**config.mk**
```make
export PLATFORM = sky130hd
export DESIGN_NAME = dispatch_demux
export DESIGN_NICKNAME = d
export VERILOG_FILES = /design/src/rtl/dispatch_pkg.sv /design/src/rtl/dispatch_slot.sv /design/src/rtl/dispatch_demux.sv
export SDC_FILE = /design/constraint.sdc
export NUM_CORES = 1
export LEC_CHECK = 0
export BUFFER_PORTS_ARGS = -buffer_cell sky130_fd_sc_hd__buf_2
export CAP_MARGIN = 25
export CORE_AREA = 2 2 82 100
export CTS_CLUSTER_SIZE = 20
export DETAILED_ROUTE_END_ITERATION = 12
export DIE_AREA = 0 0 84 102
export HOLD_SLACK_MARGIN = 0.02
export PLACE_DENSITY = 0.86
export REMOVE_ABC_BUFFERS = 1
export SYNTH_ARGS = -nofsm -noshare
export SYNTH_HDL_FRONTEND = slang
export SYNTH_SLANG_ARGS = --single-unit
```
**constraint.sdc**
```tcl
create_clock -name clk -period 6.9 [get_ports clk]
set_input_delay 0.345 -clock clk [delete_from_list [all_inputs] [get_ports clk]]
set_output_delay 0.345 -clock clk [all_outputs]
set_load 0.01 [all_outputs]
```
**src/rtl/dispatch_pkg.sv**
```systemverilog
// Shared defaults and port encodings for the one-to-two dispatch stage.
package dispatch_pkg;

   localparam int unsigned WIDTH_DEFAULT = 32;
   localparam int unsigned CNT_W_DEFAULT = 16;

   localparam logic PORT0 = 1'b0;
   localparam logic PORT1 = 1'b1;

endpackage

```
**src/rtl/dispatch_slot.sv**
```systemverilog
// One-entry valid/ready output slot with a delivered-word counter.
module dispatch_slot
   import dispatch_pkg::*;
#(
   parameter int unsigned WIDTH = WIDTH_DEFAULT,
   parameter int unsigned CNT_W = CNT_W_DEFAULT
) (
   input  logic             clk_i,
   input  logic             rst_i,
   input  logic             load_i,
   input  logic [WIDTH-1:0] data_i,
   output logic             ready_o,
   output logic             valid_o,
   input  logic             out_ready_i,
   output logic [WIDTH-1:0] data_o,
   output logic [CNT_W-1:0] cnt_o
);

   logic             valid_q, valid_d;
   logic [WIDTH-1:0] data_q, data_d;
   logic [CNT_W-1:0] cnt_q, cnt_d;
   logic             drain;

   assign drain   = valid_q && out_ready_i;
   assign ready_o = !valid_q || out_ready_i;

   // A load in the same edge as a drain keeps the slot full with the new word.
   always_comb begin
      valid_d = valid_q;
      data_d  = data_q;
      cnt_d   = cnt_q;
      if (drain) begin
         valid_d = 1'b0;
         cnt_d   = cnt_q + CNT_W'(1);
      end
      if (load_i) begin
         valid_d = 1'b1;
         data_d  = data_i;
      end
   end

   always_ff @(posedge clk_i or posedge rst_i) begin
      if (rst_i) begin
         valid_q <= 1'b0;
         data_q  <= '0;
         cnt_q   <= '0;
      end else begin
         valid_q <= valid_d;
         data_q  <= data_d;
         cnt_q   <= cnt_d;
      end
   end

   assign valid_o = valid_q;
   assign data_o  = data_q;
   assign cnt_o   = cnt_q;

endmodule

```
**src/rtl/dispatch_demux.sv**
```systemverilog
// Routes a single valid/ready word stream into one of two registered output slots.
module dispatch_demux
   import dispatch_pkg::*;
#(
   parameter int unsigned WIDTH = WIDTH_DEFAULT,
   parameter int unsigned CNT_W = CNT_W_DEFAULT
) (
   input  logic             clk,
   input  logic             rst,
   input  logic             in_valid,
   output logic             in_ready,
   input  logic [WIDTH-1:0] in_data,
   input  logic             in_sel,
   output logic             out0_valid,
   input  logic             out0_ready,
   output logic [WIDTH-1:0] out0_data,
   output logic             out1_valid,
   input  logic             out1_ready,
   output logic [WIDTH-1:0] out1_data,
   output logic [CNT_W-1:0] cnt0,
   output logic [CNT_W-1:0] cnt1
);

   logic ready0, ready1;
   logic load0, load1;
   logic accept;

   // in_ready looks only at the selected slot; the other slot never blocks.
   assign in_ready = (in_sel == PORT1) ? ready1 : ready0;
   assign accept   = in_valid && in_ready;
   assign load0    = accept && (in_sel == PORT0);
   assign load1    = accept && (in_sel == PORT1);

   dispatch_slot #(
      .WIDTH (WIDTH),
      .CNT_W (CNT_W)
   ) u_slot0 (
      .clk_i       (clk),
      .rst_i       (rst),
      .load_i      (load0),
      .data_i      (in_data),
      .ready_o     (ready0),
      .valid_o     (out0_valid),
      .out_ready_i (out0_ready),
      .data_o      (out0_data),
      .cnt_o       (cnt0)
   );

   dispatch_slot #(
      .WIDTH (WIDTH),
      .CNT_W (CNT_W)
   ) u_slot1 (
      .clk_i       (clk),
      .rst_i       (rst),
      .load_i      (load1),
      .data_i      (in_data),
      .ready_o     (ready1),
      .valid_o     (out1_valid),
      .out_ready_i (out1_ready),
      .data_o      (out1_data),
      .cnt_o       (cnt1)
   );

endmodule

```
==> run metrics, run 1 <==
clock sink count 98; drt pass-1 iters 4; vias in the first global route 2567; RSZ-0062 raised after global routing false; CP Cell Sequence nand2b_1 -> and3b_2 -> mux2_2; gpl congestion 0.785; Crit Path Category reg -> reg; # H-tree levels 3; # DRC 0; crit path time final 2020 ps; synthesized flop and latch total 98; clk root buf clkbuf_8; Max transition margin 30.5%; met3 Usage GRT 4.36%; antenna violations before repair 0; outcome completed; clock power share 24.8%; Net Sw Frac 29.0%; Max-Cap Viols 0; final hold vios 0; Reg power frac 52.2%; CP arrival 2250 ps; vias per cell 5.09; Post-CTS Hold Buffers 0; starting density of the core 53.2%; R2R Path End u_slot0.data_o[13]$_DFFE_PP0P_; via count 2543; Die Y 102 um; post-synthesis sequential area ratio 60.9%; setup_tns 0 ps; TritonCTS clock tree yes; CP startpoint kind register; Int Power 1.02 mW; met2 usage 29.6%; Slowest-stage cell, CP and3b_2; Max stage delay on crit path 880 ps; hold crit path type in -> async; post_cts resized 0; Total GRT Usage 17.6%; first-pass GRT wire length 12100 um; PD cells 291 nW/um2; routed length per placed instance 15.2 um; switching power 0.415 mW; number of CTS-inserted buffers 9; GR Overflow Total 0; layout cells sized above 1 53.7%; worst setup margin 4880 ps; Max Freq 496 MHz; initial DRC count 69; ant diodes 0; total wire length 7580 um; total setup buffers inserted after CTS 0; IO Count 137; delay-heaviest family, CP simple AND/OR/NAND/NOR gates; pre-CTS setup slack 4800 ps; met1 Use GR 22.0%; Logic pwr share 23.1%; die area 8570 um2; Max Slew Vio Count 0; die width 84 um; syn_area_per_cell 15.3 um2; Max Clock Skew 12.6 ps; Antenna Nets Post-Route 0; CP max FO 33; CORE AREA 7580 um2; largest net degree at the start of global routing 53; Setup violations, final 0; Reg2Reg Depth 3; hpwl dp 5400 um; Worst-Skew Late Latency 350 ps; flop2flop setup slack 4880 ps; Reg clk slew, reported paths 90 ps; post-synthesis cell area 4030 um2; Pleak 2.52 nW; NumNets Final 443; Syn Inst Count 263; CP required 7130 ps; PortBufs 136; CP Capture Type register; Buf/Inv on CP 0; Longest Clk Path Bufs 2; area grow syn2layout 22.1%; final worst path period share 29.2%; Worst Tran Pin Value 1040 ps; global route hottest layer met2; synth warn 0; Netlist cell types 24; Site Rows 35; Peak supply drop 179 uV; FF-to-FF Start u_slot0.valid_o$_DFFE_PP0P_
==> stage by stage <==
step / cells / power [mW] / hold WS (ps) / instance area (um2) / util (%)
global route: 500 / 1.51 / 154 / 4920 / 64.9
CTS: 500 / 1.45 / 118 / 4920 / 64.9
detailed placement: 484 / 1.09 / 457 / 4730 / 62.4
global placement: 484 / 1.08 / 458 / 4730 / 62.4
floorplan: 255 / 0.941 / 476 / 3920 / -
finish: 500 / 1.43 / 100 / 4920 / 64.9
==> flip-flops by register name, summed over array words and instances, names as in the netlist <==
register / cells
u_slot0.data_o: 32
u_slot1.data_o: 32
u_slot1.valid_o: 1
u_slot0.valid_o: 1
u_slot1.cnt_o: 16
u_slot0.cnt_o: 16
==> power groups by stage <==
stage               combinational (mW)  clock (mW)  sequential, mW
finish                           0.330       0.355           0.747
global route                     0.360       0.387           0.762
CTS                              0.337       0.367           0.747
detailed placement               0.337           0           0.756
global placement                 0.324           0           0.752
floorplan                        0.144           0           0.797
==> how the worst max path moves through the flow <==
stage                                            from                        endpoint  slack, ps  cells past startpoint
after floorplan                                   rst    u_slot0.cnt_o[0]$_DFFE_PP0P_       3990                      1
after global placement                     out0_ready  u_slot0.data_o[14]$_DFFE_PP0P_       4820                      4
after detailed placement                   out0_ready  u_slot0.data_o[12]$_DFFE_PP0P_       4800                      4
after CTS                 u_slot0.valid_o$_DFFE_PP0P_  u_slot0.data_o[12]$_DFFE_PP0P_       4840                      3
after global routing      u_slot0.valid_o$_DFFE_PP0P_  u_slot0.data_o[13]$_DFFE_PP0P_       4810                      3
final                     u_slot0.valid_o$_DFFE_PP0P_  u_slot0.data_o[13]$_DFFE_PP0P_       4880                      3
==> area by class of cell <==
class | instances | area (um2)
fillers | 560 | 2660
flip-flops and latches | 98 | 2450
multi-input cells | 152 | 1460
repair buffers | 137 | 688
clock buffers | 12 | 135
well taps | 92 | 115
clock inverters | 4 | 52.6
inverters | 5 | 20.0
==> synth_stat cells <==
library cell / n / share of area, %
and2_1: 2 / 0.31
and3_1: 3 / 0.47
and3b_1: 1 / 0.22
and4_1: 4 / 0.87
buf_12: 3 / 1.5
buf_2: 1 / 0.12
buf_6: 4 / 1.1
dfrtp_1: 98 / 61
ha_1: 2 / 0.62
inv_1: 5 / 0.47
mux2_1: 3 / 0.84
mux2_2: 35 / 9.8
mux2_4: 29 / 11
nand2_1: 13 / 1.2
nand2b_1: 2 / 0.31
nand3_1: 13 / 1.6
nand4_1: 3 / 0.47
nand4_2: 1 / 0.31
nor2_1: 8 / 0.75
nor2b_1: 1 / 0.16
nor3_1: 1 / 0.12
nor4_4: 1 / 0.53
xnor2_1: 20 / 4.3
xor2_1: 10 / 2.2
==> placed cells by master (no fill, tap or decap) <==
cell type   instances
and3_1              3
nor4_4              1
dfrtp_1            98
clkinv_2            1
nand2_1            13
clkbuf_1            3
ha_1                2
mux2_4             29
buf_2             136
clkbuf_8            9
and2_1              2
and4_1              4
nand3_1            13
mux2_1              3
inv_1               4
and3b_2             1
xnor2_1            20
nand2b_1            2
nor2b_4             1
buf_4               1
nand4_1             3
nor3_1              1
clkinvlp_4          3
mux2_2             35
nand4_2             1
xor2_1             10
nor2_1              8
bufinv_16           1
==> kinds of logic after synthesis <==
logic type,after synthesis,share of synthesized area [%]
XOR/XNOR,30,6.52
adder cells (fa/ha/maj),2,0.621
buffers and inverters,13,3.20
flip-flops,98,60.9
multiplexers,67,21.4
AND/OR/NAND/NOR,53,7.33
==> routing by layer <==
metal / part of all wire, % / vias up
met5: 0 / -
met4: 1.3 / 0
met3: 5.9 / 10
met2: 50 / 82
met1: 42 / 1277
li1: - / 1174
(Power assumes the default switching activity.)
==> inputs of run 2 (changes only) <==
--- a/config.mk
+++ b/config.mk
@@ -7,12 +7,12 @@
 export LEC_CHECK = 0
 export BUFFER_PORTS_ARGS = -buffer_cell sky130_fd_sc_hd__buf_2
 export CAP_MARGIN = 25
-export CORE_AREA = 2 2 82 100
+export CORE_AREA = 2 2 85 104
 export CTS_CLUSTER_SIZE = 20
 export DETAILED_ROUTE_END_ITERATION = 12
-export DIE_AREA = 0 0 84 102
+export DIE_AREA = 0 0 87 106
 export HOLD_SLACK_MARGIN = 0.02
-export PLACE_DENSITY = 0.86
+export PLACE_DENSITY = 0.8
 export REMOVE_ABC_BUFFERS = 1
 export SYNTH_ARGS = -nofsm -noshare
 export SYNTH_HDL_FRONTEND = slang
==> constraint.sdc (replaced) <==
create_clock -name clk -period 2 [get_ports clk]
set_input_delay 0.1 -clock clk [delete_from_list [all_inputs] [get_ports clk]]
set_output_delay 0.1 -clock clk [all_outputs]
set_load 0.01 [all_outputs]
==> run 2 against run 1 <==
  * Flip-flop and latch count is the same
  * Core utilization down 0.71 points
  * First-iteration DRC count down 16%
  * Clock skew is 4.4 ps lower
  * Critical path depth is 1 higher
  * Die area rose by 7.6%
  * Critical endpoint is now u_slot0.data_o[12]$_DFFE_PP0P_
==> run metrics, run 2 (synthesis gave the netlist of run 1 again) <==
RSZ-0062 raised after global routing false (unchanged); Longest Clk Path Bufs 2 (unchanged); Pleak 2.70 nW (was 2.52 nW); total setup buffers inserted after CTS 0 (unchanged); Reg clk slew, reported paths 90 ps (about the same); ant diodes 0 (unchanged); layout cells sized above 1 50.6% (was 53.7%); Slowest-stage cell, CP dfrtp_1 (was and3b_2); die area 9220 um2 (was 8570 um2); first-pass GRT wire length 13800 um (was 12100 um); final worst path period share 76.9% (was 29.2%); starting density of the core 48.6% (was 53.2%); uppermost layer routed met4 (unchanged); flop2flop setup slack 460 ps (was 4880 ps); crit path time final 1540 ps (was 2020 ps); Antenna Nets Post-Route 0 (unchanged); Total GRT Usage 19.5% (was 17.6%); Peak supply drop 539 uV (was 179 uV); Setup violations, final 0 (unchanged); vias in the first global route 2849 (was 2567); via count 2684 (was 2543); clock sink count 98 (unchanged); final hold vios 0 (unchanged); antenna violations before repair 0 (unchanged); routed length on met3 423 um (was 450 um); IO Count 137 (unchanged); GR Overflow Total 0 (unchanged); CP max FO 33 (unchanged); largest net degree at the start of global routing 49 (was 53); Site Rows 37 (was 35); die width 87 um (was 84 um); CP Capture Type register (unchanged); number of CTS-inserted buffers 9 (unchanged); Max stage delay on crit path 440 ps (was 880 ps); CP required 2260 ps (was 7130 ps); gpl congestion 0.760 (was 0.785); hold crit path type in -> reg (was in -> async); Fillers 613 (was 560); most common cell after layout, fill and taps aside buf_2 (unchanged); Die Y 106 um (was 102 um); drt pass-1 iters 4 (unchanged); initial DRC count 58 (was 69); CP arrival 1790 ps (was 2250 ps); M1 wire length 3640 um (was 3210 um); Design Area, Final 5320 um2 (was 4920 um2); PortBufs 136 (unchanged); met2 wire len 4290 um (was 3820 um); routed length per placed instance 15.8 um (was 15.2 um); area grow syn2layout 32.1% (was 22.1%); delay-heaviest family, CP flip-flops (was simple AND/OR/NAND/NOR gates); CP Cell Sequence nand2b_1 -> and3b_2 -> buf_12 -> mux2_2 (was nand2b_1 -> and3b_2 -> mux2_2); Max Slew Vio Count 0 (unchanged); hpwl dp 5550 um (was 5400 um); TritonCTS clock tree yes (unchanged); Fin Hold WS 35.3 ps (was 100 ps); Crit Path Category reg -> reg (unchanged); Max Clock Skew 8.22 ps (was 12.6 ps); # DRC 0 (unchanged); CORE AREA 8290 um2 (was 7580 um2); CP startpoint kind register (unchanged); final core occ 64.2% (was 64.9%); Worst-Skew Late Latency 360 ps (was 350 ps); Worst Tran Pin Value 613 ps (was 1040 ps); total wire length 8580 um (was 7580 um); most frequent cells in the layout 136 x buf_2, 98 x dfrtp_1, 35 x mux2_2, 33 x dlygate4sd3_1, 29 x mux2_4 (was 136 x buf_2, 98 x dfrtp_1, 35 x mux2_2, 29 x mux2_4, 20 x xnor2_1); # H-tree levels 3 (unchanged); post_cts resized 0 (unchanged); vias per cell 4.95 (was 5.09); Max Freq 650 MHz (was 496 MHz); outcome completed (unchanged); Max-Cap Viols 0 (unchanged); Placed Area 4810 um2 (was 4730 um2); NumNets Final 480 (was 443); Max transition margin 59.1% (was 30.5%); PD cells 947 nW/um2 (was 291 nW/um2); clk root buf clkbuf_8 (unchanged); Buf/Inv on CP 1 (was 0)
## run 2: final timing paths
kind                                               start                             end  depth (start not counted)
setup / recovery             u_slot0.valid_o$_DFFE_PP0P_  u_slot0.data_o[12]$_DFFE_PP0P_                          4
hold / removal                                  in_valid     u_slot1.valid_o$_DFFE_PP0P_                          3
setup reg to reg             u_slot0.valid_o$_DFFE_PP0P_  u_slot0.data_o[12]$_DFFE_PP0P_                          4
hold reg to reg            u_slot1.cnt_o[15]$_DFFE_PP0P_   u_slot1.cnt_o[15]$_DFFE_PP0P_                          1
max in group asynchronous                            rst   u_slot1.data_o[9]$_DFFE_PP0P_                          4
min in group asynchronous                            rst  u_slot1.data_o[30]$_DFFE_PP0P_                          3
## run 2: per-stage QoR
stage / std cells / setup TNS (ps) / setup slack, ps / power (mW)
after floorplan: 255 / -91700 / -662 / 3.25
after global placement: 493 / 0 / 518 / 3.73
after detailed placement: 493 / 0 / 463 / 3.79
after CTS: 542 / 0 / 449 / 5.08
after global routing: 542 / 0 / 341 / 5.29
final: 542 / 0 / 462 / 5.04
## run 2: tightest hold or removal path: cells and delay by family
| kind | cells | cell delay [ps] |
|---|---|---|
| AND/OR/NAND/NOR | 2 | 170 |
| buffers and inverters | 1 | 90 |
## run 2: layout make-up
cell class | instances | area, um2 | share of cell area, %
Clock inverter | 6 | 57.6 | 1.08
Clock buffer | 10 | 128 | 2.40
Inverter | 5 | 21.3 | 0.400
Timing Repair Buffer | 174 | 1090 | 20.4
Multi-Input combinational cell | 152 | 1460 | 27.3
Sequential cell | 98 | 2450 | 46.1
Tap cell | 97 | 121 | 2.28
## run 2: timing repair
item | 4_1_cts | 5_1_grt
hold buffers | 33 | 0
endpoints found under the setup margin | 0 | 0
hold endpoints to repair | 109 | 0
## run 2: metal layers
metal | GRT usage (%) | up-vias
met4 | 9.82 | 0
met2 | 32.2 | 91
li1 | - | 1256
met3 | 3.57 | 17
met1 | 24.2 | 1320
met5 | 0 | -
## run 2: report_power, final
group | switching [mW] | internal [mW] | total (mW) | leakage, nW
Combinational | 0.556 | 0.661 | 1.22 | 1.40
Clock | 0.670 | 0.571 | 1.24 | 0.0958
Sequential | 0.260 | 2.32 | 2.58 | 1.21
Total | 1.49 | 3.55 | 5.04 | 2.70
==> inputs of run 3 (changes only) <==
--- a/config.mk
+++ b/config.mk
@@ -5,12 +5,13 @@
 export SDC_FILE = /design/constraint.sdc
 export NUM_CORES = 1
 export LEC_CHECK = 0
+export ABC_AREA = 1
 export BUFFER_PORTS_ARGS = -buffer_cell sky130_fd_sc_hd__buf_2
 export CAP_MARGIN = 25
-export CORE_AREA = 2 2 85 104
+export CORE_AREA = 2 2 88 107
 export CTS_CLUSTER_SIZE = 20
 export DETAILED_ROUTE_END_ITERATION = 12
-export DIE_AREA = 0 0 87 106
+export DIE_AREA = 0 0 90 109
 export HOLD_SLACK_MARGIN = 0.02
 export PLACE_DENSITY = 0.8
 export REMOVE_ABC_BUFFERS = 1
==> constraint.sdc (replaced) <==
create_clock -name clk -period 1.5 [get_ports clk]
set_input_delay 0.075 -clock clk [delete_from_list [all_inputs] [get_ports clk]]
set_output_delay 0.075 -clock clk [all_outputs]
set_load 0.01 [all_outputs]
==> run 3 against run 2 <==
  * Count of clock-buffer cells in the layout did not move
  * Combinational power rose by 29%
  * Core utilization rose by 0.57 points
  * Critical path type unchanged
==> run metrics, run 3 <==
outcome completed (unchanged); Max-Cap Viols 0 (unchanged); total setup buffers inserted after CTS 0 (unchanged); total power 6.96 mW (was 5.04 mW); syn_area_per_cell 9.99 um2 (was 15.3 um2); Die Y 109 um (was 106 um); synth warn 0 (unchanged); Longest Clk Path Bufs 2 (unchanged); Max Slew Vio Count 0 (unchanged); final worst path period share 88.7% (was 76.9%); Synth top cells by count 116 x nand2_1, 98 x dfrtp_1, 57 x inv_1 (was 98 x dfrtp_1, 35 x mux2_2, 29 x mux2_4); largest net degree at the start of global routing 64 (was 49); clock power share 29.0% (was 24.6%); die area 9810 um2 (was 9220 um2); largest cells by area after synthesis dfrtp_1 56%, nand2_1 10%, o21ai_2 9.2% (was dfrtp_1 61%, mux2_4 11%, mux2_2 9.8%); vias per cell 4.77 (was 4.95); PortBufs 136 (unchanged); gpl congestion 0.876 (was 0.760); Crit Path Category reg -> reg (unchanged); CP Capture Type register (unchanged); most frequent cell after synthesis nand2_1 (was dfrtp_1); Total GRT Usage 20.7% (was 19.5%); clock sink count 98 (unchanged); CP startpoint kind register (unchanged); # DRC 0 (unchanged); RSZ-0062 raised after global routing false (unchanged); first-pass GRT wire length 16200 um (was 13800 um); Syn Inst Count 437 (was 263); # H-tree levels 3 (unchanged); starting density of the core 49.3% (was 48.6%); Fillers 737 (was 613); hpwl dp 6380 um (was 5550 um); TritonCTS clock tree yes (unchanged); Int Power 4.85 mW (was 3.55 mW); Async SR Flop Fraction 100% (unchanged); final hold vios 0 (unchanged); crit path time final 1330 ps (was 1540 ps); PD cells 1210 nW/um2 (was 947 nW/um2); number of CTS-inserted buffers 9 (unchanged); ant diodes 0 (unchanged); most used cell, CP nand2_1; Worst-Skew Late Latency 360 ps (about the same); Storage cell area 2450 um2 (unchanged); Reg power frac 48.5% (was 51.2%); initial DRC count 127 (was 58); Post-synth EDFFs 0 (unchanged); synthesized flop and latch total 98 (unchanged); NumNets Final 649 (was 480); Max Freq 752 MHz (was 650 MHz); IO Count 137 (unchanged); switching power 2.11 mW (was 1.49 mW); Pleak 3.14 nW (was 2.70 nW); routed length per placed instance 13.2 um (was 15.8 um); drt pass-1 iters 5 (was 4); CP required 1750 ps (was 2260 ps); total wire length 9660 um (was 8580 um); layout cells sized above 1 37.6% (was 50.6%); cell taking the most area after synthesis dfrtp_1 (unchanged); area grow syn2layout 31.3% (was 32.1%); Netlist cell types 26 (was 24); area share of the largest cell type after synthesis 56.2% (was 60.9%); Multi-input gate area 1550 um2 (was 1460 um2); Max transition margin 75.1% (was 59.1%); most used flip-flop cell after synthesis dfrtp_1 (unchanged); antenna violations before repair 0 (unchanged); Setup violations, final 0 (unchanged); Max stage delay on crit path 430 ps (was 440 ps); delay-heaviest family, CP simple AND/OR/NAND/NOR gates (was flip-flops); GR Overflow Total 0 (unchanged); Site Rows 38 (was 37); Buf/Inv on CP 1 (unchanged); Logic pwr share 22.5% (was 24.2%); Antenna Nets Post-Route 0 (unchanged); most frequent cells in the layout 136 x buf_2, 116 x nand2_1, 98 x dfrtp_1, 56 x inv_1, 46 x o21ai_2 (was 136 x buf_2, 98 x dfrtp_1, 35 x mux2_2, 33 x dlygate4sd3_1, 29 x mux2_4); post-synthesis sequential area ratio 56.2% (was 60.9%); clk root buf clkbuf_8 (unchanged); CP arrival 1580 ps (was 1790 ps); Max Clock Skew 11.0 ps (was 8.22 ps); vias in the first global route 3528 (was 2849); post-synthesis cell area 4360 um2 (was 4030 um2); Worst Tran Pin Value 374 ps (was 613 ps); via count 3504 (was 2684); CP max FO 5 (was 33); die width 90 um (was 87 um); Net Sw Frac 30.3% (was 29.5%); hold crit path type in -> reg (unchanged); most common cell after layout, fill and taps aside buf_2 (unchanged); CORE AREA 8840 um2 (was 8290 um2); Peak supply drop 655 uV (was 539 uV); CP Cell Sequence ha_1 -> inv_1 -> nor2_2 -> nand2_2 -> nor2_4 -> nand2_1 -> nand2_1 -> nand2_1 (was nand2b_1 -> and3b_2 -> buf_12 -> mux2_2); Slowest-stage cell, CP dfrtp_1 (unchanged); Reg clk slew, reported paths 90 ps (about the same); Fin Hold WS 39.0 ps (was 35.3 ps)
[run 3: cell count changes after synthesis, moves of 8 or more]
cell     before  now
nand2_1      13  116
xnor2_1      20    8
mux2_4       29    0
mux2_2       35    0
inv_1         5   57
o21ai_2       0   46
o21ai_1       0   17
buf_6         4   12
[run 3: cell families after synthesis]
family	share of synthesized area, %
AND/OR/NAND/NOR	18.5
flip-flops	56.2
buffers and inverters	8.40
AO/OA/AOI/OAI	11.9
XOR/XNOR	4.42
adder cells (fa/ha/maj)	0.573
[run 3: routing by layer]
metal | track usage (%) | share of wire (%) | up-vias
li1 | - | - | 1704
met1 | 24.1 | 40 | 1658
met2 | 36.4 | 52 | 123
met3 | 4.77 | 5.9 | 19
met4 | 9.89 | 2.2 | 0
met5 | 0 | 0 | -
[run 3: power groups by stage]
stage                     clock network (mW)  logic (mW)  registers (mW)
final                                   2.02        1.57            3.37
after global routing                    2.17        1.74            3.42
after CTS                               2.07        1.57            3.37
after detailed placement                   0        1.51            3.42
after floorplan                            0       0.644            3.59
after global placement                     0        1.46            3.39
[run 3: area by class of cell]
| type | count | share of cell area [%] |
|---|---|---|
| clock inverters | 6 | 1.97 |
| multi-input cells | 266 | 27.1 |
| clock buffers | 10 | 2.23 |
| well taps | 120 | 2.62 |
| repair buffers | 175 | 19.3 |
| inverters | 59 | 3.91 |
| flip-flops and latches | 98 | 42.8 |
[run 3: what timing repair did]
item	CTS	global route
gates resized for setup	0	0
endpoints found under the setup margin	0	0
hold endpoints to repair	92	0
hold buffers	34	0
[run 3: metrics by stage]
stage               setup slack (ps)  setup TNS [ps]  area, um2  cells  util, %
finish                           170               0       5730    734     64.8
global route                    67.6               0       5730    734     64.8
CTS                              166               0       5730    734     64.8
detailed placement               178               0       5150    684     58.2
global placement                 262               0       5150    684     58.2
floorplan                      -1140         -135400       4220    423        -
[run 3: path summary, 6_finish.rpt]
path,from,endpoint,slack [ps],depth (start not counted)
max,u_slot1.cnt_o[0]$_DFFE_PP0P_,u_slot1.cnt_o[12]$_DFFE_PP0P_,170,8
min,in_valid,u_slot0.valid_o$_DFFE_PP0P_,40,3
max reg2reg,u_slot1.cnt_o[0]$_DFFE_PP0P_,u_slot1.cnt_o[12]$_DFFE_PP0P_,170,8
min reg2reg,u_slot0.data_o[31]$_DFFE_PP0P_,u_slot0.data_o[31]$_DFFE_PP0P_,480,2
max in group asynchronous,rst,u_slot1.cnt_o[3]$_DFFE_PP0P_,630,4
min in group asynchronous,rst,u_slot0.data_o[6]$_DFFE_PP0P_,240,3
[run 3: worst min-delay path: cells and delay by family]
family / cells / cell delay, ps
buf+inv: 1 / 120
simple gates: 2 / 150
